**src/rtl/rv_test_pkg.sv**
```systemverilog
// rv_test_pkg: shared constants for the riscv-tests completion monitor.
//   ST_*      status encoding driven on rv_test_monitor.status
//   MODE_*    end-of-test detection schemes selected by the MODE parameter
//   state_t   FSM state type, encoded so that it can be driven straight onto status
package rv_test_pkg;

    localparam logic [2:0] ST_IDLE    = 3'd0;
    localparam logic [2:0] ST_RUN     = 3'd1;
    localparam logic [2:0] ST_PASS    = 3'd2;
    localparam logic [2:0] ST_FAIL    = 3'd3;
    localparam logic [2:0] ST_TIMEOUT = 3'd4;
    localparam logic [2:0] ST_HANG    = 3'd5;

    localparam int MODE_PCTRAP = 0;
    localparam int MODE_TOHOST = 1;

    typedef enum logic [2:0] {
        S_IDLE    = ST_IDLE,
        S_RUN     = ST_RUN,
        S_PASS    = ST_PASS,
        S_FAIL    = ST_FAIL,
        S_TIMEOUT = ST_TIMEOUT,
        S_HANG    = ST_HANG
    } state_t;

endpackage

```
**src/rtl/rv_sat_counter.sv**
```systemverilog
// rv_sat_counter: up-counter that sticks at all-ones instead of wrapping.
//   clk   clock, rising edge
//   rst   asynchronous active-low reset
//   clr   synchronous clear to zero (wins over inc)
//   inc   count enable
//   q     current count
module rv_sat_counter #(
    parameter int CNT_W = 32
) (
    input  logic             clk,
    input  logic             rst,
    input  logic             clr,
    input  logic             inc,
    output logic [CNT_W-1:0] q
);

    always_ff @(posedge clk or negedge rst) begin
        if (!rst)
            q <= '0;
        else if (clr)
            q <= '0;
        else if (inc && (q != '1))
            q <= q + CNT_W'(1);
    end

endmodule

```
**src/rtl/rv_test_monitor.sv**
```systemverilog
// rv_test_monitor: riscv-tests completion checker that snoops retire and store
// traffic and decides PASS / FAIL / TIMEOUT / HANG.
//   clk, rst                       clock and asynchronous active-low reset
//   start                          IDLE->RUN pulse, ignored elsewhere
//   clear                          synchronous return to IDLE, zeroes everything
//   ret_valid, ret_pc, gp_val      retire snoop (gp_val = x3 of the retiring insn)
//   st_valid, st_addr, st_data     data-store snoop
//   done, pass, fail, status       verdict, decoded from the state register
//   fail_num                       failing test number (judged value >> 1)
//   cycles, retired                saturating RUN-time counters, frozen once decided
module rv_test_monitor
    import rv_test_pkg::*;
#(
    parameter int               XLEN        = 32,
    parameter int               MODE        = 0,
    parameter logic [XLEN-1:0]  PASS_PC     = 32'h44,
    parameter logic [XLEN-1:0]  TOHOST_ADDR = 32'h1000,
    parameter int               TIMEOUT     = 5000,
    parameter int               HANG_LIMIT  = 64,
    parameter int               CNT_W       = 32
) (
    input  logic             clk,
    input  logic             rst,
    input  logic             start,
    input  logic             clear,
    input  logic             ret_valid,
    input  logic [XLEN-1:0]  ret_pc,
    input  logic [XLEN-1:0]  gp_val,
    input  logic             st_valid,
    input  logic [XLEN-1:0]  st_addr,
    input  logic [XLEN-1:0]  st_data,
    output logic             done,
    output logic             pass,
    output logic             fail,
    output logic [2:0]       status,
    output logic [XLEN-2:0]  fail_num,
    output logic [CNT_W-1:0] cycles,
    output logic [CNT_W-1:0] retired
);

    state_t            state, state_nx;
    logic [XLEN-1:0]   last_pc;
    logic [31:0]       hang_cnt;
    logic              hit;        // end-of-test event seen this cycle
    logic [XLEN-1:0]   res_val;    // value judged by that event
    logic              hang_hit;
    logic              to_hit;
    logic              running;
    logic              idle_clr;

    assign running  = (state == S_RUN);
    assign idle_clr = clear || (state == S_IDLE);

    always_comb begin
        hit     = 1'b0;
        res_val = gp_val;
        if (MODE == MODE_TOHOST) begin
            // A zero tohost write is not a verdict, just traffic.
            hit     = st_valid && (st_addr == TOHOST_ADDR) && (st_data != '0);
            res_val = st_data;
        end else begin
            hit     = ret_valid && (ret_pc == PASS_PC);
            res_val = gp_val;
        end
    end

    // hang_cnt counts repeats after the first retire of a PC, so HANG fires
    // on the HANG_LIMIT+1-th consecutive retire of the same PC.
    assign hang_hit = (HANG_LIMIT != 0) && ret_valid && (ret_pc == last_pc) &&
                      (hang_cnt == 32'(HANG_LIMIT - 1));
    // cycles still holds the pre-edge value, so TIMEOUT lands on RUN edge number TIMEOUT.
    assign to_hit   = (TIMEOUT != 0) && (cycles == CNT_W'(TIMEOUT - 1));

    always_ff @(posedge clk or negedge rst) begin
        if (!rst)
            state <= S_IDLE;
        else
            state <= state_nx;
    end

    always_comb begin
        state_nx = state;
        case (state)
            S_IDLE: if (start) state_nx = S_RUN;
            S_RUN: begin
                if (hit)
                    state_nx = (res_val == XLEN'(1)) ? S_PASS : S_FAIL;
                else if (hang_hit)
                    state_nx = S_HANG;
                else if (to_hit)
                    state_nx = S_TIMEOUT;
            end
            default: state_nx = state;  // verdicts are sticky
        endcase
        if (clear)
            state_nx = S_IDLE;
    end

    always_ff @(posedge clk or negedge rst) begin
        if (!rst) begin
            last_pc  <= '0;
            hang_cnt <= '0;
            fail_num <= '0;
        end else if (idle_clr) begin
            last_pc  <= '0;
            hang_cnt <= '0;
            fail_num <= '0;
        end else if (running) begin
            if (ret_valid) begin
                if (ret_pc == last_pc) begin
                    if (hang_cnt != '1)
                        hang_cnt <= hang_cnt + 32'd1;
                end else begin
                    hang_cnt <= '0;
                    last_pc  <= ret_pc;
                end
            end
            if (hit && (res_val != XLEN'(1)))
                fail_num <= res_val[XLEN-1:1];
        end
    end

    rv_sat_counter #(.CNT_W(CNT_W)) u_cycles (
        .clk (clk),
        .rst (rst),
        .clr (idle_clr),
        .inc (running),
        .q   (cycles)
    );

    rv_sat_counter #(.CNT_W(CNT_W)) u_retired (
        .clk (clk),
        .rst (rst),
        .clr (idle_clr),
        .inc (running && ret_valid),
        .q   (retired)
    );

    assign status = state;
    assign pass   = (state == S_PASS);
    assign fail   = (state == S_FAIL) || (state == S_TIMEOUT) || (state == S_HANG);
    assign done   = pass || fail;

endmodule
```
**config.mk**
```make
export PLATFORM = sky130hd
export DESIGN_NAME = rv_test_monitor
export DESIGN_NICKNAME = d
export VERILOG_FILES = /design/src/rtl/rv_test_pkg.sv /design/src/rtl/rv_sat_counter.sv /design/src/rtl/rv_test_monitor.sv
export SDC_FILE = /design/constraint.sdc
export NUM_CORES = 1
export LEC_CHECK = 0
export BUFFER_PORTS_ARGS = -buffer_cell sky130_fd_sc_hd__buf_2
export CAP_MARGIN = 10
export CORE_MARGIN = 2
export CORE_UTILIZATION = 50
export CTS_CLUSTER_DIAMETER = 30
export DETAILED_ROUTE_END_ITERATION = 10
export GPL_ROUTABILITY_DRIVEN = 0
export PLACE_DENSITY = 0.84
export SLEW_MARGIN = 30
export SYNTH_ARGS = -nofsm -noshare
export SYNTH_HDL_FRONTEND = slang
export SYNTH_SLANG_ARGS = --single-unit
export TNS_END_PERCENT = 1
```
**constraint.sdc**
```tcl
create_clock -name clk -period 2.4 [get_ports clk]
set_input_delay 0.36 -clock clk [delete_from_list [all_inputs] [get_ports clk]]
set_output_delay 0.36 -clock clk [all_outputs]
set_load 0.05 [all_outputs]
```
==> out/results.tsv, run 1 <==
metric	value	unit
status	finished, final reports clean	
Inst Count DP	1375	
Crit path largest cell delay	420	ps
sequential share of the synthesized area	45.6	%
wire length of the first global-routing pass	39.8	mm
switching part of the total	35.0	%
number of fillers in the final layout	1391	
Warnings, synthesis	0	
post-synthesis mux area share	0.253	%
CP cell instances	xor2_1 > nor4_1 > nand4_1 > nor4_1 > buf_4 > o31a_1 > mux2_2	
MaxCap Viol Count	0	
Least-Margin Pin Slew	626	ps
Crit path max-delay family	simple AND/OR/NAND/NOR gates	
cell at the root of the clock tree	clkbuf_16	
DR pass1 iterations	5	
TritonCTS clock tree	done	
RSZ-0062 raised after global routing	false	
Int Power	4.88	mW
maximum number of pins on one net before global-route repair	68	
area growth from synthesis to final layout	21.2	%
hold depth	3	
Power per Cell Area	696	nW/um^2
Max Fanout on Critical Path	2	
register-to-register setup slack	70	ps
cell area after synthesis	8900	um^2
critical path data required time	2720	ps
number of buffers inserted during clock tree synthesis	17	
DP Worst Slack	-33.8	ps
Worst path most repeated cell	nor4_1	
Final Hold Violating Endpoints	0	
number of endpoints failing setup at the final stage	0	
xor and xnor fraction of the mapped netlist area	9.84	%
standard cell core area	17400	um^2
combinational family with the most area after synthesis	simple AND/OR/NAND/NOR gates	
Longest Clk Path Bufs	2	
share of layout cells above drive strength 1	23.0	%
Worst path slowest cell	nor4_1	
kind of capture point of the worst setup path	flip-flop	
antenna violations before repair	1	
placed cell area	10200	um^2
Post-Syn Nets	1138	
HPWL after DPL	16.8	mm
final setup margin	68.2	ps
starting density of the core	51.3	%
detail-routed net length per standard cell	17.1	um
number of H-tree levels	4	
total global routing track utilization	26.2	%
sort of element at the start of the critical path	flip-flop	
number of nets in the finished design	1307	
detailed-route wire length	24.1	mm
crit path DAT	2650	ps
share of power burned in the clock network	35.0	%
Rows	48	
class of the tightest hold or removal check	input pin to flip-flop	
worst vdd rail ir drop	0.000515	V
simple logic cell fraction of the synthesized area	30.3	%
max-slew violation total from the final report	0	
CP Buf/Inv Count	1	
type of the worst setup path	flip-flop to flip-flop	
DR DRC count	0	
via density per instance	6.07	
vias in the first global route	8139	
Cells after Synth	1001	
net switching power	2.63	mW
share of total power in combinational logic	24.7	%
source-to-sink clock delay at the later pin of the worst-skew pair	430	ps
number of input and output port buffers inserted	169	
worst-case hold slack	208	ps
area of all placed cells without fillers	10800	um^2
final standard cell count with taps included and fillers excluded	1409	
number of buffers added for setup after CTS	0	
clock slew at reported path FFs	60	ps
worst-case clock skew	8.79	ps
Register-to-Register Path Depth	7	
Chip Width	137	um
post-route fraction of the period consumed by the critical path	97.2	%
die area	18900	um^2
Syn Area/Cell	8.89	um^2
sequential fraction of design power	40.3	%
fraction of synthesis flops using an asynchronous set or reset pin	100	%
adder-cell share of the synthesized area	0.422	%
DIE HEIGHT	137	um
synthesized-area fraction occupied by ao, oa, aoi and oai cells	9.78	%
remaining antenna violation count after routing	0	
number of storage elements in the synthesis netlist	162	
I/O pins	235	
final period demand of the worst path	2330	ps
sum of overflow across all layers after global routing	0	
prevailing post-synth register cell	dfrtp_1	
leakage power total	4.69	nW
Iteration-0 DRC Markers	640	
Worst slew margin	58.3	%
number of distinct standard cells referenced by the synthesized netlist	56	
count of cell instances traversed by the critical path	7	
FMAX	0.429	GHz
number of clock sinks seen by CTS	162	
Post-synth EDFFs	0	
via total after detailed routing	8548	
==> routing by layer <==
layer  wire (um)  vias to the layer above  GRT usage (%)
li1            -                     3958              -
met1       10200                     4153           35.7
met2       11600                      382           41.2
met3        1590                       55           5.19
met4         703                        0           10.9
met5           0                        -              0
==> flip-flops by register name (all words and copies together), names as in the netlist <==
name and cells:
u_cycles.q 32, status 3, hang_cnt 32, u_retired.q 32, last_pc 32, fail_num 31
==> cell usage after synthesis, drive strengths merged, types with 3 or more instances <==
master  count  area, um^2
dfrtp     162        4050
a21oi      20         100
clkbuf     32         123
or2         3        18.8
inv        13        48.8
nor4b       9        85.1
a31oi      33         206
nand4      67         453
nor2       85         322
buf        35         168
nand2     131         494
ha          3        37.5
and3       15        93.8
o21ai      60         312
nand3      77         385
nor3       20         110
or3        19         119
and4       18         158
xnor2      32         280
o31ai       8        73.8
nor4       46         315
and2        9        56.3
xor2       68         596
or4         6        48.8
o211ai      8        60.1
==> final timing paths <==
kind	to	start
min in group asynchronous	u_retired.q[31]$_DFFE_PN0P_	rst
max in group asynchronous	u_cycles.q[21]$_DFFE_PN0P_	rst
worst max register to register	status[2]$_DFFE_PN0P_	last_pc[10]$_DFFE_PN0P_
worst min-delay path	last_pc[7]$_DFFE_PN0P_	ret_pc[7]
worst max-delay path	status[2]$_DFFE_PN0P_	last_pc[10]$_DFFE_PN0P_
worst min register to register	last_pc[0]$_DFFE_PN0P_	last_pc[0]$_DFFE_PN0P_
==> tightest hold or removal path, delay by kind of cell <==
family | cells | cell delay (ps)
buffers and inverters | 1 | 120
AOI/OAI and AO/OA | 1 | 60
and+or+nand+nor | 1 | 50
==> power groups by stage <==
stage	Clock, mW	Combinational [mW]	Sequential [mW]
2_1_floorplan	0	1.14	3.14
3_3_place_gp	0	1.79	3.06
3_5_place_dp	0	1.82	3.07
4_1_cts	2.67	1.84	3.02
5_1_grt	2.78	2.03	3.04
6_report	2.63	1.85	3.03
==> cell families (layout without fill, tap and decap cells) <==
| group | after synthesis | count (layout) |
|---|---|---|
| AND/OR/NAND/NOR | 510 | 510 |
| AO/OA/AOI/OAI | 144 | 144 |
| adder cells (fa/ha/maj) | 3 | 3 |
| flip-flops | 162 | 162 |
| multiplexers | 2 | 2 |
| buffers and inverters | 80 | 262 |
| XOR/XNOR | 100 | 100 |
| other | 0 | 1 |
==> final cells by class <==
| type | count | area (um^2) | share of cell area, % |
|---|---|---|---|
| Antenna cell | 1 | 2.50 | 0.0232 |
| Clock buffer | 21 | 460 | 4.27 |
| Clock inverter | 11 | 104 | 0.963 |
| Inverter | 13 | 48.8 | 0.452 |
| Multi-Input combinational cell | 759 | 4540 | 42.1 |
| Sequential cell | 162 | 4060 | 37.6 |
| Tap cell | 225 | 282 | 2.61 |
| Timing Repair Buffer | 217 | 1290 | 12.0 |
==> stage by stage <==
stage / TNS (ps) / power [mW] / utilization [%]
floorplan: -76.7 / 4.28 / -
global placement: 0 / 4.85 / 58.8
detailed placement: -33.8 / 4.89 / 58.8
CTS: 0 / 7.53 / 62.1
global route: 0 / 7.85 / 62.1
finish: 0 / 7.51 / 62.1
==> cell usage in the layout, fill, tap and decap left out, types with 6 or more instances in the layout <==
cell,instances
buf_12,6
and2_1,9
dfrtp_1,161
a31oi_1,33
and3_1,15
and4_1,18
buf_4,41
clkbuf_16,17
inv_1,13
buf_2,168
nor2_1,82
o211ai_1,8
nor4b_1,8
nor3_1,17
or3_1,19
nor4_1,43
xor2_1,68
nand4_1,63
o21ai_0,57
o31ai_1,6
nand3_1,77
nand2_1,130
xnor2_1,32
a21oi_1,20
==> timing repair <==
item / in CTS / in global routing
setup endpoints to repair: 0 / 14
endpoints found under the hold margin: 57 / 0
hold buffers: 1 / 0
resized for setup: 0 / 1
(Power assumes the default switching activity.)
==> run 2, diff against run 1 <==
PLACE_DENSITY = 0.73   (was 0.84)
==> run 2 against run 1 <==
  * Fmax grew 6.2%
  * First-iteration DRC count fell by 23%
  * Highest routed layer unchanged
  * Worst hold slack worse by 19 ps
  * Critical endpoint is now hang_cnt[18]$_DFFE_PN0P_
  * Sequential power about the same
  * Combinational power barely moved
  * Wire length shrank 1.3%
  * Count of clock-buffer cells in the layout grew 2
  * Clock skew grew 0.52 ps
  * Die area did not move
  * Design area grew 0.95%
  * Largest power group unchanged
==> out/results.tsv, run 2 (synthesis results as in run 1) <==
metric	value	unit
via density per instance	5.88	
die area	18900	um^2
DR pass1 iterations	5	
via total after detailed routing	8299	
final period demand of the worst path	2200	ps
number of fillers in the final layout	1503	
maximum number of pins on one net before global-route repair	67	
most common cell after layout, fill and taps aside	buf_2	
total global routing track utilization	25.7	%
hold depth	3	
leakage power total	4.74	nW
share of layout cells above drive strength 1	23.4	%
TritonCTS clock tree	done	
status	finished, final reports clean	
Total Power Consumption	7.86	mW
detailed-route wire length	23.8	mm
number of endpoints failing setup at the final stage	0	
Power per Cell Area	722	nW/um^2
antenna violations before repair	3	
sum of overflow across all layers after global routing	0	
detail-routed net length per standard cell	16.8	um
class of the tightest hold or removal check	input pin to flip-flop	
clock slew at reported path FFs	70	ps
area growth from synthesis to final layout	22.3	%
type of the worst setup path	flip-flop to flip-flop	
Longest Clk Path Bufs	2	
reg2reg start	hang_cnt[10]$_DFFE_PN0P_	
remaining antenna violation count after routing	0	
critical path data required time	2730	ps
DIE HEIGHT	137	um
number of input and output port buffers inserted	169	
max-slew violation total from the final report	0	
Rows	48	
FMAX	0.455	GHz
Hold Path End	last_pc[26]$_DFFE_PN0P_	
number of nets in the finished design	1309	
placed cell area	10200	um^2
standard cell core area	17400	um^2
RSZ-0062 raised after global routing	false	
area of all placed cells without fillers	10900	um^2
sort of element at the start of the critical path	flip-flop	
source-to-sink clock delay at the later pin of the worst-skew pair	440	ps
I/O pins	235	
cell at the root of the clock tree	clkbuf_16	
Iteration-0 DRC Markers	496	
number of buffers added for setup after CTS	0	
Chip Width	137	um
crit path DAT	2520	ps
commonest non-fill, non-tap cells in the layout	168 x buf_2, 161 x dfrtp_1, 130 x nand2_1	
number of buffers inserted during clock tree synthesis	17	
kind of capture point of the worst setup path	flip-flop	
number of H-tree levels	4	
Final Hold Violating Endpoints	0	
Register-to-Register Path Depth	6	
vias in the first global route	7638	
Max Fanout on Critical Path	8	
worst-case clock skew	9.31	ps
reg-to-reg critical path endpoint	hang_cnt[18]$_DFFE_PN0P_	
MaxCap Viol Count	0	
post-route fraction of the period consumed by the critical path	91.5	%
starting density of the core	51.3	%
worst vdd rail ir drop	0.000605	V
DR DRC count	0	
wire length of the first global-routing pass	38.6	mm
worst hold start	ret_pc[26]	
HPWL after DPL	16.6	mm
Least-Margin Pin Slew	629	ps
Worst slew margin	58.0	%
number of clock sinks seen by CTS	162	
register-to-register setup slack	200	ps
-- run 2: cell count changes in the layout (fill, tap and decap cells not counted), sizes merged --
cell / before / now
clkinv: 6 / 4
bufinv: 1 / 3
clkbuf: 21 / 23
clkinvlp: 2 / 0
buf: 216 / 218
-- run 2: routing by layer --
layer | up-vias | GRT usage (%) | part of all wire [%]
met5 | - | 0 | 0
met4 | 0 | 10.3 | 2.7
met3 | 48 | 5.45 | 5.5
met2 | 252 | 40.3 | 48
met1 | 4034 | 34.9 | 44
li1 | 3965 | - | -
-- run 2: worst max-delay path by stage --
| stage | from | to | cells past startpoint |
|---|---|---|---|
| detailed placement | ret_pc[0] | fail_num[8]$_DFFE_PN0P_ | 8 |
| global placement | ret_pc[10] | status[2]$_DFFE_PN0P_ | 8 |
| floorplan | status[0]$_DFFE_PN0P_ | fail | 5 |
| CTS | u_cycles.q[0]$_DFFE_PN0P_ | status[2]$_DFFE_PN0P_ | 7 |
| global route | last_pc[8]$_DFFE_PN0P_ | status[2]$_DFFE_PN0P_ | 7 |
| finish | hang_cnt[10]$_DFFE_PN0P_ | hang_cnt[18]$_DFFE_PN0P_ | 6 |
-- run 2: repair_timing --
item                       4_1_cts  5_1_grt
hold buffers                     1        0
gates resized for setup          0        3
setup endpoints to repair        0        3
hold endpoints to repair        59        0
-- run 2: layout make-up --
type	instances	area, um^2	share of cell area (%)
Antenna cell	1	2.50	0.0230
Clock buffer	23	508	4.67
Clock inverter	9	143	1.31
Inverter	13	48.8	0.448
Multi-Input combinational cell	759	4540	41.7
Sequential cell	162	4060	37.2
Tap cell	225	282	2.59
Timing Repair Buffer	219	1310	12.0
-- run 2: through the flow --
stage	util [%]	setup TNS [ps]	setup WS [ps]	hold WS [ps]	std cells
finish	62.7	0	204	188	1411
global route	62.7	0	3.62	193	1411
CTS	62.7	0	107	174	1410
detailed placement	58.9	0	56.2	406	1377
global placement	58.9	0	84.4	401	1377
floorplan	-	-76.7	-38.5	64.4	1001
-- run 2: worst max-delay path, cell delays in order (launching register included) --
cell      delay (ps)
dfrtp_1          470
nand4_4          190
or4_4            620
o211ai_1         410
or3_1            190
xor2_1           160
nor2_1            60
-- run 2: report_power, final --
group | internal, mW | switching (mW)
clock network | 1.82 | 1.16
registers | 2.90 | 0.133
logic | 0.506 | 1.35
total | 5.22 | 2.64
==> run 3, diff against run 2 <==
PLACE_DENSITY = 0.86   (was 0.73)
==> run 3 against run 2 <==
  * Final cell count decreased by 0.14%
  * Wire length down 1.9%
  * Critical path type unchanged
  * Design area decreased by 0.77%
  * Non-clock buffer count fell by 2
  * Global-route usage decreased by 0.66 points
  * Via count is 1.8% higher
  * Die area did not move
  * Power fell by 3.1%
  * Largest power group unchanged
  * Critical path depth up 1
  * Count of clock-buffer cells in the layout is 2 lower
  * Critical endpoint is now status[2]$_DFFE_PN0P_
==> out/results.tsv, run 3 (synthesis results as in run 1) <==
metric	value	unit
status	finished, final reports clean	
vias in the first global route	7701	
number of input and output port buffers inserted	169	
DP Worst Slack	79.0	ps
number of fillers in the final layout	1388	
leakage power total	4.69	nW
detailed-route wire length	23.3	mm
placed cell area	10200	um^2
DR pass1 iterations	5	
clock slew at reported path FFs	70	ps
number of buffers inserted during clock tree synthesis	17	
standard cell core area	17400	um^2
final period demand of the worst path	2260	ps
final standard cell count with taps included and fillers excluded	1409	
area of all placed cells without fillers	10800	um^2
final setup margin	139	ps
crit path DAT	2570	ps
total global routing track utilization	25.1	%
sum of overflow across all layers after global routing	0	
area growth from synthesis to final layout	21.4	%
number of endpoints failing setup at the final stage	0	
worst-case clock skew	13.3	ps
source-to-sink clock delay at the later pin of the worst-skew pair	430	ps
RSZ-0062 raised after global routing	false	
Longest Clk Path Bufs	2	
max-slew violation total from the final report	0	
type of the worst setup path	flip-flop to flip-flop	
worst vdd rail ir drop	0.000549	V
DIE HEIGHT	137	um
TritonCTS clock tree	done	
Inst Count DP	1375	
detail-routed net length per standard cell	16.5	um
Rows	48	
worst-case hold slack	194	ps
Crit path max-delay family	simple AND/OR/NAND/NOR gates	
share of layout cells above drive strength 1	23.2	%
class of the tightest hold or removal check	input pin to flip-flop	
FMAX	0.442	GHz
DR DRC count	0	
Chip Width	137	um
Crit path largest cell delay	390	ps
number of clock sinks seen by CTS	162	
HPWL after DPL	16.6	mm
number of nets in the finished design	1307	
sort of element at the start of the critical path	flip-flop	
via density per instance	6.00	
kind of capture point of the worst setup path	flip-flop	
post-route fraction of the period consumed by the critical path	94.2	%
Iteration-0 DRC Markers	602	
CP Buf/Inv Count	1	
number of buffers added for setup after CTS	0	
maximum number of pins on one net before global-route repair	68	
antenna violations before repair	1	
Max Fanout on Critical Path	2	
Power per Cell Area	705	nW/um^2
commonest non-fill, non-tap cells in the layout	168 x buf_2, 161 x dfrtp_1, 130 x nand2_1	
die area	18900	um^2
number of H-tree levels	4	
starting density of the core	51.3	%
most common cell after layout, fill and taps aside	buf_2	
Worst path most repeated cell	nor4_1	
Final Hold Violating Endpoints	0	
CP cell instances	xor2_1 > nor4_1 > nand4_1 > nor4_1 > buf_4 > o31a_1 > mux2_2	
critical path data required time	2710	ps
Worst path slowest cell	dfrtp_1	
via total after detailed routing	8448	
Worst slew margin	53.0	%
remaining antenna violation count after routing	0	
Least-Margin Pin Slew	704	ps
I/O pins	235	
wire length of the first global-routing pass	37.9	mm
cell at the root of the clock tree	clkbuf_16	
MaxCap Viol Count	0	
share of the core filled with cells	62.2	%
## run 3: metrics by stage
step	TNS [ps]	total power, mW
2_1_floorplan	-76.7	4.28
3_3_place_gp	0	4.85
3_5_place_dp	0	4.89
4_1_cts	0	7.64
5_1_grt	0	7.98
6_report	0	7.61
## run 3: path summary, 6_finish.rpt
path,cells after the start,from,slack (ps),endpoint
setup / recovery,7,last_pc[10]$_DFFE_PN0P_,140,status[2]$_DFFE_PN0P_
min in group asynchronous,2,rst,400,u_retired.q[27]$_DFFE_PN0P_
setup reg to reg,7,last_pc[10]$_DFFE_PN0P_,140,status[2]$_DFFE_PN0P_
max in group asynchronous,3,rst,1230,u_cycles.q[24]$_DFFE_PN0P_
hold / removal,3,ret_pc[1],190,last_pc[1]$_DFFE_PN0P_
hold reg to reg,2,last_pc[12]$_DFFE_PN0P_,500,last_pc[12]$_DFFE_PN0P_
## run 3: cell type report
type | count | area (um^2) | share of cell area (%)
inverter | 13 | 48.8 | 0.452
sequential | 162 | 4060 | 37.5
timing repair buffer | 217 | 1280 | 11.8
tap | 225 | 282 | 2.61
multi-input combinational | 759 | 4540 | 42.0
clock inverter | 11 | 128 | 1.18
clock buffer | 21 | 470 | 4.35
antenna | 1 | 2.50 | 0.0232
## run 3: metal layers
layer / up-vias / GRT usage (%) / share of wire [%]
met5: - / 0 / 0
met3: 65 / 4.78 / 6.2
met2: 359 / 39.4 / 47
met1: 4068 / 34.5 / 43
met4: 0 / 9.39 / 3.4
li1: 3956 / - / -
## run 3: tightest hold or removal path, cell delays in order
cell and delay, ps:
buf_2 120, nand2_1 50, o21ai_0 60
## run 3: what timing repair did
item                                    CTS  global route
gates resized for setup                   0             2
hold buffers                              1             0
hold endpoints to repair                 35             0
endpoints found under the setup margin    0             1
## run 3: power by group
part	switching [mW]	internal, mW	leakage, nW
Clock	1.13	1.62	0.291
Sequential	0.124	2.90	2.25
Combinational	1.33	0.503	2.16
Total	2.59	5.02	4.69
